$ cat config.mk
export PLATFORM = sky130hd
export DESIGN_NAME = systolic_feed_ctrl
export DESIGN_NICKNAME = d
export VERILOG_FILES = /design/src/rtl/systolic_pkg.sv /design/src/rtl/systolic_lane_gen.sv /design/src/rtl/systolic_feed_ctrl.sv
export SDC_FILE = /design/constraint.sdc
export NUM_CORES = 1
export LEC_CHECK = 0
export CAP_MARGIN = 10
export CORE_UTILIZATION = 30
export DETAILED_ROUTE_END_ITERATION = 16
export PLACE_DENSITY = 0.63
export SLEW_MARGIN = 0
export SYNTH_ARGS = -nofsm -noshare
export SYNTH_HDL_FRONTEND = slang
export SYNTH_SLANG_ARGS = --single-unit
export TNS_END_PERCENT = 30
$ cat constraint.sdc
create_clock -name clk -period 2.3 [get_ports clk]
set_clock_uncertainty 0.1 [all_clocks]
set_input_delay 0.575 -clock clk [delete_from_list [all_inputs] [get_ports clk]]
set_output_delay 0.575 -clock clk [all_outputs]
set_load 0.02 [all_outputs]
$ cat src/rtl/systolic_pkg.sv
// Shared definitions for the systolic array operand feed controller.
package systolic_pkg;

  typedef enum logic [1:0] {
    S_IDLE  = 2'd0,
    S_FEED  = 2'd1,
    S_DRAIN = 2'd2,
    S_DONE  = 2'd3
  } state_t;

  localparam int LANES     = 4;
  localparam int ADDR_BITS = 4;

  // LSB of lane 'lane' inside the flattened per-lane address bus.
  function automatic int lane_lsb(input int lane, input int aw);
    return lane * aw;
  endfunction

endpackage

$ cat src/rtl/systolic_lane_gen.sv
// One lane of the feed: skewed read window, host write select, and the
// one-cycle delayed operand-valid that lines up with the RAM read latency.
module systolic_lane_gen
  import systolic_pkg::*;
#(
  parameter int LANE      = 0,
  parameter int K         = 4,
  parameter int ADDR_W    = ADDR_BITS,
  parameter int BASE_ADDR = 0,
  parameter int TW        = 3
)(
  input  logic              clk,
  input  logic              rst,
  input  logic [TW-1:0]     i_t,
  input  logic              i_active,
  input  logic              i_host_sel,
  input  logic [ADDR_W-1:0] i_host_addr,
  output logic              o_en,
  output logic              o_we,
  output logic [ADDR_W-1:0] o_addr,
  output logic              o_valid
);

  localparam logic [TW:0] LO = (TW+1)'(LANE);
  localparam logic [TW:0] KW = (TW+1)'(K);

  logic [TW:0]       w_rel;
  logic              w_feed;
  logic [ADDR_W-1:0] w_addr;
  logic              r_feed;

  // t < LANE wraps to a value >= 2^TW, which is always above K.
  assign w_rel  = {1'b0, i_t} - LO;
  assign w_feed = i_active && (w_rel < KW);
  assign w_addr = ADDR_W'(BASE_ADDR) + ADDR_W'(w_rel);

  always_ff @(posedge clk) begin
    if (rst) begin
      r_feed  <= 1'b0;
      o_en    <= 1'b0;
      o_we    <= 1'b0;
      o_addr  <= '0;
      o_valid <= 1'b0;
    end else begin
      r_feed  <= w_feed;
      o_valid <= r_feed;
      o_en    <= w_feed | i_host_sel;
      o_we    <= i_host_sel;
      o_addr  <= i_host_sel ? i_host_addr : (w_feed ? w_addr : '0);
    end
  end

endmodule

$ cat src/rtl/systolic_feed_ctrl.sv
// Sequences the per-lane operand RAMs feeding the systolic array: skewed
// streaming on start, a fixed drain, a done pulse, and host loading while idle.
module systolic_feed_ctrl
  import systolic_pkg::*;
#(
  parameter int N         = LANES,
  parameter int ADDR_W    = ADDR_BITS,
  parameter int K         = 4,
  parameter int BASE_ADDR = 0,
  parameter int DRAIN     = 8,
  localparam int LW       = (N > 1) ? $clog2(N) : 1,
  localparam int TW       = $clog2(K + N),
  localparam int DW       = (DRAIN > 1) ? $clog2(DRAIN) : 1
)(
  input  logic                clk,
  input  logic                rst,
  input  logic                start,
  output logic                busy,
  output logic                done,
  input  logic                host_wr,
  input  logic [LW-1:0]       host_lane,
  input  logic [ADDR_W-1:0]   host_addr,
  output logic                host_err,
  output logic [N-1:0]        ram_en,
  output logic [N-1:0]        ram_we,
  output logic [N*ADDR_W-1:0] ram_addr,
  output logic [N-1:0]        lane_valid
);

  localparam logic [TW-1:0] T_LAST = TW'(K + N - 2);
  localparam logic [DW-1:0] D_LAST = DW'(DRAIN - 1);

  state_t        r_state, w_state_nxt;
  logic [TW-1:0] r_t, w_t_nxt;
  logic [DW-1:0] r_d, w_d_nxt;
  logic          r_pre, w_pre_nxt;
  logic          r_busy, r_done, r_err;
  logic          w_lane_ok, w_host_ok, w_feed_nxt;
  logic [N-1:0]  w_host_sel;

  generate
    if ((2 ** LW) > N) begin : g_lane_chk
      assign w_lane_ok = (host_lane < LW'(N));
    end else begin : g_lane_all
      assign w_lane_ok = 1'b1;
    end
  endgenerate

  assign w_host_ok = (r_state == S_IDLE) && host_wr && w_lane_ok;

  // r_pre marks the write-only cycle that precedes t=0 when start and a
  // host write coincide, so feed and write never share the RAM port.
  always_comb begin
    w_state_nxt = r_state;
    w_t_nxt     = r_t;
    w_d_nxt     = r_d;
    w_pre_nxt   = 1'b0;
    case (r_state)
      S_IDLE: begin
        if (start) begin
          w_state_nxt = S_FEED;
          w_t_nxt     = '0;
          w_pre_nxt   = w_host_ok;
        end
      end
      S_FEED: begin
        if (r_pre) begin
          w_t_nxt = '0;
        end else if (r_t == T_LAST) begin
          w_state_nxt = S_DRAIN;
          w_d_nxt     = '0;
        end else begin
          w_t_nxt = r_t + 1'b1;
        end
      end
      S_DRAIN: begin
        if (r_d == D_LAST) w_state_nxt = S_DONE;
        else               w_d_nxt     = r_d + 1'b1;
      end
      S_DONE:  w_state_nxt = S_IDLE;
      default: w_state_nxt = S_IDLE;
    endcase
  end

  assign w_feed_nxt = (w_state_nxt == S_FEED) && !w_pre_nxt;

  always_ff @(posedge clk) begin
    if (rst) begin
      r_state <= S_IDLE;
      r_t     <= '0;
      r_d     <= '0;
      r_pre   <= 1'b0;
      r_busy  <= 1'b0;
      r_done  <= 1'b0;
      r_err   <= 1'b0;
    end else begin
      r_state <= w_state_nxt;
      r_t     <= w_t_nxt;
      r_d     <= w_d_nxt;
      r_pre   <= w_pre_nxt;
      r_busy  <= (w_state_nxt == S_FEED) || (w_state_nxt == S_DRAIN);
      r_done  <= (w_state_nxt == S_DONE);
      r_err   <= host_wr && !w_host_ok;
    end
  end

  assign busy     = r_busy;
  assign done     = r_done;
  assign host_err = r_err;

  // Lanes see next-cycle t so their registered outputs land in the FEED cycle.
  for (genvar g = 0; g < N; g++) begin : g_lane
    assign w_host_sel[g] = w_host_ok && (host_lane == LW'(g));

    systolic_lane_gen #(
      .LANE      (g),
      .K         (K),
      .ADDR_W    (ADDR_W),
      .BASE_ADDR (BASE_ADDR),
      .TW        (TW)
    ) u_lane (
      .clk         (clk),
      .rst         (rst),
      .i_t         (w_t_nxt),
      .i_active    (w_feed_nxt),
      .i_host_sel  (w_host_sel[g]),
      .i_host_addr (host_addr),
      .o_en        (ram_en[g]),
      .o_we        (ram_we[g]),
      .o_addr      (ram_addr[lane_lsb(g, ADDR_W) +: ADDR_W]),
      .o_valid     (lane_valid[g])
    );
  end

endmodule

# == Word-level counts from Yosys, hierarchy flattened ==
# Index checks and enable logic that the tools add are counted.
# totals
reg_bits,44
wordCells,95
in_bits,10
# classes
n_lt_le_gt_ge,4
n_bitwise,4
add_sub_neg,5
n_eq_ne,14
reduce_logical,18
muxes,23
# ops
op,n
4-bit 2-to-1 mux,7
3-bit 2-to-1 mux,7
"2-bit == test, second input constant",6
"4-bit by 3-bit less-than comparator with 1-bit output, second input constant",3
3-bit case mux with 2 select lines,2
1-bit logical AND,11
2-bit 2-to-1 mux,4
2-bit case mux with 4 select lines,1
"3-bit by 2-bit subtractor with 4-bit output, second input constant",2
"3-bit by 1-bit adder with 3-bit output, second input constant",2
"2-bit by 1-bit == test with 1-bit output, second input constant",3
"3-bit == test, second input constant",2
"2-bit inequality test, second input constant",3
2-bit zero test,2
1-bit OR,4
4-bit AND reduction,1
"3-bit by 1-bit subtractor with 4-bit output, second input constant",1
"3-bit less-than comparator, second input constant",1
1-bit zero test,2
1-bit 2-to-1 mux,2
2-bit nonzero test,1
1-bit logical OR,1

# == Longest topological paths before layout ==
# Gate-level depths: netlist (run 1).
# logic_depth
word_depth,9
depth_mapped,11
depth_no_buf,10

# == Cells and area by module ==
# Synthesis (run 1) repeated with hierarchy kept, for this count alone.
# hier_totals
hier_cells,170
hier_area_um2,1677.9
# by_module_without_submodules
module,cells_per_inst,seq_area_each_um2,instances,area_per_inst_um2
systolic_feed_ctrl,72,240.2,1,620.6
systolic_lane_gen (g_lane[2].u_lane),27,160.2,1,272.8
systolic_lane_gen (g_lane[1].u_lane),25,160.2,1,266.5
systolic_lane_gen (g_lane[3].u_lane),24,160.2,1,266.5
systolic_lane_gen (g_lane[0].u_lane),22,160.2,1,251.5

# == Least setup slack after synthesis (run 1) ==
# OpenSTA, ideal clock, no wires.
# synth_path
kind,input to register
from,in start
to,reg g_lane[1].u_lane.o_addr[1]
t_required_ns,2.079
setup_time_ns,0.121
n_path_buf,0
path_stages,8
setup_slack_ns,0.034
t_arrival_ns,2.045
cell_sequence,o21bai_1 > a311o_1 > and2_1 > inv_1 > ha_1 > o31ai_1 > a211oi_2 > a2bb2o_1
# synth_between
elab_chain_len,7
elab_cells_between_ends,14
# synth_rtl
item,line_no,rtl
start: declaration,systolic_feed_ctrl.sv:17,"input logic start,"
3-bit 2-to-1 mux (tied with other cells),systolic_feed_ctrl.sv:60,if (start) begin
3-bit case mux with 2 select lines (tied with other cells),systolic_feed_ctrl.sv:58,case (r_state)
3-bit by 1-bit subtractor with 4-bit output (tied with other cells),systolic_lane_gen.sv:33,"assign w_rel = {1'b0, i_t} - LO;"
4-bit by 3-bit less-than comparator with 1-bit output or 1-bit logical AND (tied branches),"systolic_lane_gen.sv:34, systolic_feed_ctrl.sv:85",
1-bit logical AND,systolic_lane_gen.sv:34,assign w_feed = i_active && (w_rel < KW);
4-bit 2-to-1 mux * (2 in a row),systolic_lane_gen.sv:49,o_addr <= i_host_sel ? i_host_addr : (w_feed ? w_addr : '0);
end signal: assignment,systolic_lane_gen.sv:49,
end: declaration,systolic_lane_gen.sv:20,"output logic [ADDR_W-1:0] o_addr,"
# Mark *: on every way between the ends. The rest lies on a longest branch, timed or not.
# A chain may end at the register's enable or synchronous reset.

# == Worst setup path after layout (run 1) ==
# layout_path
from,reg r_t[0]
to,reg g_lane[1].u_lane.o_addr[0]
# layout_between
elab_chain_len,9
elab_cells_between_ends,16
# layout_rtl
item,line_no,rtl
start: declaration,systolic_feed_ctrl.sv:34,"logic [TW-1:0] r_t, w_t_nxt;"
start signal: assignment,systolic_feed_ctrl.sv:98,r_t <= w_t_nxt;
3-bit by 1-bit adder with 3-bit output or 3-bit == test (tied branches),"systolic_feed_ctrl.sv:73, systolic_feed_ctrl.sv:69",
3-bit 2-to-1 mux or 2-bit 2-to-1 mux (tied branches),systolic_feed_ctrl.sv:69,end else if (r_t == T_LAST) begin
3-bit 2-to-1 mux or 2-bit 2-to-1 mux (tied branches),systolic_feed_ctrl.sv:67,if (r_pre) begin
3-bit case mux with 2 select lines or 2-bit case mux with 4 select lines (tied branches),systolic_feed_ctrl.sv:58,
3-bit by 1-bit subtractor with 4-bit output or 2-bit by 1-bit == test with 1-bit output (tied branches),"systolic_lane_gen.sv:33, systolic_feed_ctrl.sv:85",
4-bit by 3-bit less-than comparator with 1-bit output or 1-bit logical AND (tied branches),"systolic_lane_gen.sv:34, systolic_feed_ctrl.sv:85",
1-bit logical AND,systolic_lane_gen.sv:34,
4-bit 2-to-1 mux * (2 in a row),systolic_lane_gen.sv:49,
# Marks and branches as above.

==> results.toml, run 1 <==
[clock_tree]
clockBufferDepth = 2
cts_buffers = 5
cts_tree = "done"
worstSkewPairLatency_ns = 0.30
cts_root_buffer = "clkbuf_8"
clk_pin_slew_ns = 0.09
htree_levels = 2
clkSinkCount = 44

[timing]
fin_ws_ns = 0.119
worstMarginPinSlew_ns = 0.325
grt_setup_unrepaired = "true"
slew_headroom_pct = 78.2
max_freq_mhz = 459
fin_setup_tns_ns = 0
period_minus_slack_ns = 2.18
period_share_pct = 94.8
drv_slew = 0
hold_viol = 0
setup_viol = 0

[floorplanning]
boundaryPins = 41
core_area_um2 = 5570
dieArea_um2 = 6150
die_w_um = 78.4
die_h_um = 78.4
initial_core_util_pct = 31.4
rows = 27

[pwr]
clockPowerShare_pct = 37.2
power_density_nw_per_um2 = 663
p_sw_uw = 394
p_int_mw = 1.22
combPwrFrac_pct = 13.7
sw_frac_of_total_pct = 24.4
ir_drop_uv = 314
p_leak_nw = 1.00
pwr-share-seq_pct = 49.1

[finish]
fin_util_pct = 43.7
fillCellCount = 538
antennaDiodeCount = 0
finalInstanceArea_um2 = 2440
num-nets-final = 246
syn_to_final_growth_pct = 39.2
instances_no_fill = 298
layout-drive-gt1-share_pct = 18.1

[yosys]
yosys_register_bits = 44
synth.largest_area_cell = "dfxtp_1"
synthArstFlopShare_pct = 0
synth_area_leaders = "dfxtp_1, ha_1, buf_4"
syn_area_per_cell_um2 = 10.1
synth_commonest_cells = "dfxtp_1, nor2_1, buf_4"
synth_edf_count = 0
synth_top_area_share_pct = 50.3
yosysMostFrequentCell = "dfxtp_1"
syn_area_um2 = 1750
seq_area_frac_synth_pct = 50.3
synth_flop_cell = "dfxtp_1"
yosysWarnings = 0
syn-num-nets = 195
synthCells = 174
ys_types = 41

[setup_path]
cp-start-kind = "flop"
rr_startpoint = "r_t[0]"
rr_worst_depth = 9
required_ns = 2.45
end_kind = "flop"
path_class = "reg2reg"
crit_fanout = 4
critPathArrivalTime_ns = 2.33
worst_r2r_endpoint = "g_lane[1].u_lane.o_addr[0]"
reg2reg_slack_ns = 0.12

[place]
port_buffers = 40
place_congestion = 0.766
dp.cells = 290
hpwl_mm = 2.72
place_ws_ns = -0.539
placed_area_um2 = 2290

[detailed_routing]
vias = 1330
drc_errors = 0
wl_mm = 3.70
drt_first_iter_violations = 71
dr.pass1.iters = 4
ant_nets = 0
avgViaCountPerCell = 4.46
wire_per_inst_um = 12.4

[global_routing]
antenna_found_initial = 0
grt_pass1_vias = 1278
track_usage_pct = 13.1
grt_pass1_wl_mm = 6.03
grt_max_degree = 31
grt.overflow.total = 0

[worst_hold_path]
hold_depth = 1
min_to = "g_lane[0].u_lane.o_valid"
hp-class = "reg2reg"
hold_start = "g_lane[0].u_lane.r_feed"

[outcome]
status = "completed"

[run]
drv_cap = 0
worst max-delay path by stage:
stage / start / end / slack, ns / cells past startpoint
final: r_t[0] / g_lane[1].u_lane.o_addr[0] / 0.12 / 9
after global routing: r_t[0] / g_lane[1].u_lane.o_addr[0] / -0.007 / 10
after CTS: r_t[0] / g_lane[1].u_lane.o_addr[1] / 0.03 / 10
after detailed placement: start / g_lane[1].u_lane.o_addr[1] / -0.54 / 9
after global placement: start / g_lane[1].u_lane.o_addr[1] / -0.47 / 9
after floorplan: start / g_lane[1].u_lane.o_addr[1] / 0.03 / 8
through the flow:
stage,power [mW],hold slack [ns]
3_3_place_gp,1.02,0.320
6_report,1.62,0.339
2_1_floorplan,0.923,0.314
3_5_place_dp,1.02,0.320
4_1_cts,1.63,0.341
5_1_grt,1.69,0.353
layout make-up:
cell class / instances / area (µm²) / share of cell area, %
Clock inverter: 3 / 46.3 / 1.90
Clock buffer: 5 / 68.8 / 2.82
Sequential cell: 44 / 882 / 36.2
Inverter: 8 / 30.0 / 1.23
Tap cell: 72 / 90.1 / 3.69
Multi-Input combinational cell: 106 / 759 / 31.1
Timing Repair Buffer: 60 / 562 / 23.0
routing by layer:
metal  GRT usage, %  vias to the layer above  share of wire [%]
met3           4.30                        6                4.5
li1               -                      685                  -
met1           16.0                      611                 47
met5              0                        -                  0
met2           20.5                       28                 46
met4           7.04                        0                2.1
cells by family after synthesis:
logic type	synth area share (%)
AO/OA/AOI/OAI	13.2
AND/OR/NAND/NOR	19.9
buffers and inverters	8.14
flip-flops	50.3
multiplexers	0.571
adder cells (fa/ha/maj)	7.86
registers in the layout, indices dropped and copies added (netlist names):
| signal | count |
|---|---|
| g_lane.u_lane.r_feed | 4 |
| done | 1 |
| host_err | 1 |
| r_pre | 1 |
| r_d | 3 |
| r_state | 2 |
| g_lane.u_lane.o_we | 4 |
| busy | 1 |
| g_lane.u_lane.o_addr | 16 |
| g_lane.u_lane.o_en | 4 |
| g_lane.u_lane.o_valid | 4 |
| r_t | 3 |
critical path, cell delays in order (launching register included):
cell	delay, ns
dfxtp_2	0.35
inv_1	0.06
ha_1	0.24
a311o_1	0.34
and2_4	0.18
inv_1	0.08
ha_2	0.19
o31ai_2	0.09
a2111o_1	0.40
o21ai_2	0.11
cells in the final DEF, fill, tap and decap left out, types with 4 or more instances in the layout:
cell type,instances
and2_1,7
buf_4,19
clkbuf_8,5
clkdlybuf4s50_1,39
dfxtp_1,43
ha_1,10
inv_1,8
nand2_1,10
nor2_1,19
nor2b_1,8
nor3b_1,4
power groups by stage:
stage	combinational (mW)	sequential, mW	clock [mW]
3_3_place_gp	0.211	0.812	0
4_1_cts	0.220	0.794	0.617
5_1_grt	0.240	0.797	0.654
6_report	0.221	0.794	0.603
3_5_place_dp	0.213	0.811	0
2_1_floorplan	0.101	0.822	0
timing repair:
item,4_1_cts,5_1_grt
setup endpoints to repair,7,8
hold buffers,0,0
resized for setup,6,5
pin swaps,0,1
buffers inserted,0,0
No activity file was read; power rests on OpenSTA's default activity.
==> run 2: changes to the inputs <==
- CORE_ASPECT_RATIO: unset -> 1.75
- REMOVE_ABC_BUFFERS: unset -> 1
==> results.toml, run 2 (synthesis gave the netlist of run 1 again) <==
[outcome]
status = "completed"

[floorplanning]
rows = 36
core_area_um2 = 5590
dieArea_um2 = 6160
die_w_um = 59.8
initial_core_util_pct = 31.4
boundaryPins = 41
die_h_um = 103

[timing]
period_minus_slack_ns = 2.21
worstMarginPinSlew_ns = 0.358
fin_ws_ns = 0.0927
fin_setup_tns_ns = 0
slew_headroom_pct = 76.1
drv_slew = 0
period_share_pct = 96.0
hold_viol = 0
setup_viol = 0
max_freq_mhz = 453
grt_setup_unrepaired = "true"

[setup_path]
crit_fanout = 7
rr_startpoint = "r_state[0]"
cp-start-kind = "flop"
required_ns = 2.43
path_class = "reg2reg"
rr_worst_depth = 7
end_kind = "flop"
crit_start = "r_state[0]"
critPathArrivalTime_ns = 2.34

[clock_tree]
cts-hold-fix-buffers = 0
cts_root_buffer = "clkbuf_8"
worstSkewPairLatency_ns = 0.29
cts_tree = "done"
cts_buffers = 5
clkSinkCount = 44
clk_pin_slew_ns = 0.08
htree_levels = 2
clockBufferDepth = 2

[run]
drv_cap = 0

[finish]
num-nets-final = 249
final-seq-area_um2 = 882
largest_reg_flops = 16
regMostFlops = "g_lane.u_lane.o_addr"
mostFrequentLayoutCells = "dfxtp_1, clkdlybuf4s50_1, buf_4, nor2_1"
layout-drive-gt1-share_pct = 20.6
finalInstanceArea_um2 = 2510
antennaDiodeCount = 0
fillCellCount = 586
multi_input_area_um2 = 800
final_common_cell = "dfxtp_1"
fin_util_pct = 44.9
syn_to_final_growth_pct = 43.1

[detailed_routing]
avgViaCountPerCell = 4.51
wire_per_inst_um = 12.2
drc_errors = 0
drt_first_iter_violations = 13
ant_nets = 0
wl_mm = 3.72
dr.pass1.iters = 4
vias = 1371

[global_routing]
grt_max_degree = 17
grt_pass1_wl_mm = 5.87
grt_pass1_vias = 1308
track_usage_pct = 13.0
grt.overflow.total = 0
antenna_found_initial = 0

[place]
place_congestion = 0.875
place_ws_ns = -0.520
hpwl_mm = 2.89
placed_area_um2 = 2300
port_buffers = 40

[worst_hold_path]
hold_start = "g_lane[2].u_lane.r_feed"
hold_depth = 1
hp-class = "reg2reg"

[pwr]
p_leak_nw = 1.03
power_density_nw_per_um2 = 682
ir_drop_uv = 326
p_total_mw = 1.71
-- run 2: worst max-delay path, stage by stage, from the launching register on --
cell and delay, ns:
dfxtp_2 0.41, nor3b_4 0.31, a21oi_2 0.15, or2_4 0.30, ha_1 0.22, buf_4 0.14
a2111o_1 0.40, o21ai_2 0.12
-- run 2: what timing repair did --
action                     CTS  global route
setup buffers                1             0
pin swaps                    4             1
setup endpoints to repair    9             9
gates resized for setup     11             6
-- run 2: final cells by class --
type | count | share of cell area (%)
Sequential cell | 44 | 35.2
Multi-Input combinational cell | 106 | 31.9
Timing Repair Buffer | 63 | 22.8
Tap cell | 76 | 3.79
Clock buffer | 5 | 2.74
Clock inverter | 2 | 2.40
Inverter | 8 | 1.20
-- run 2: report_power, final --
part           total [mW]  internal (mW)  leakage (nW)  switching, mW
clock               0.676          0.427        0.0642          0.249
sequential          0.794          0.785         0.358        0.00919
combinational       0.239          0.121         0.604          0.118
-- run 2: stage by stage --
step           cells  hold slack (ns)
3_3_place_gp     296            0.320
2_1_floorplan    158            0.314
3_5_place_dp     296            0.322
4_1_cts          304            0.340
5_1_grt          304            0.356
6_report         304            0.337
-- run 2: routing by layer --
metal,GRT usage (%),vias up,share of wire [%]
met5,0,-,0
met4,5.90,0,2.6
met3,3.14,9,4.0
met2,25.5,40,57
met1,12.0,631,36
li1,-,691,-
-- run 2: worst paths after layout --
| path | to | slack (ns) |
|---|---|---|
| worst max-delay path | g_lane[1].u_lane.o_addr[0] | 0.09 |
| worst min-delay path | g_lane[2].u_lane.o_valid | 0.34 |
| worst max register to register | g_lane[1].u_lane.o_addr[0] | 0.09 |
| worst min register to register | g_lane[2].u_lane.o_valid | 0.34 |
==> run 3: changes to the inputs <==
- SKIP_LAST_GASP: unset -> 1
==> results of run 3 <==
Same layout as run 2: the final DEF is identical, and so are final timing and power.
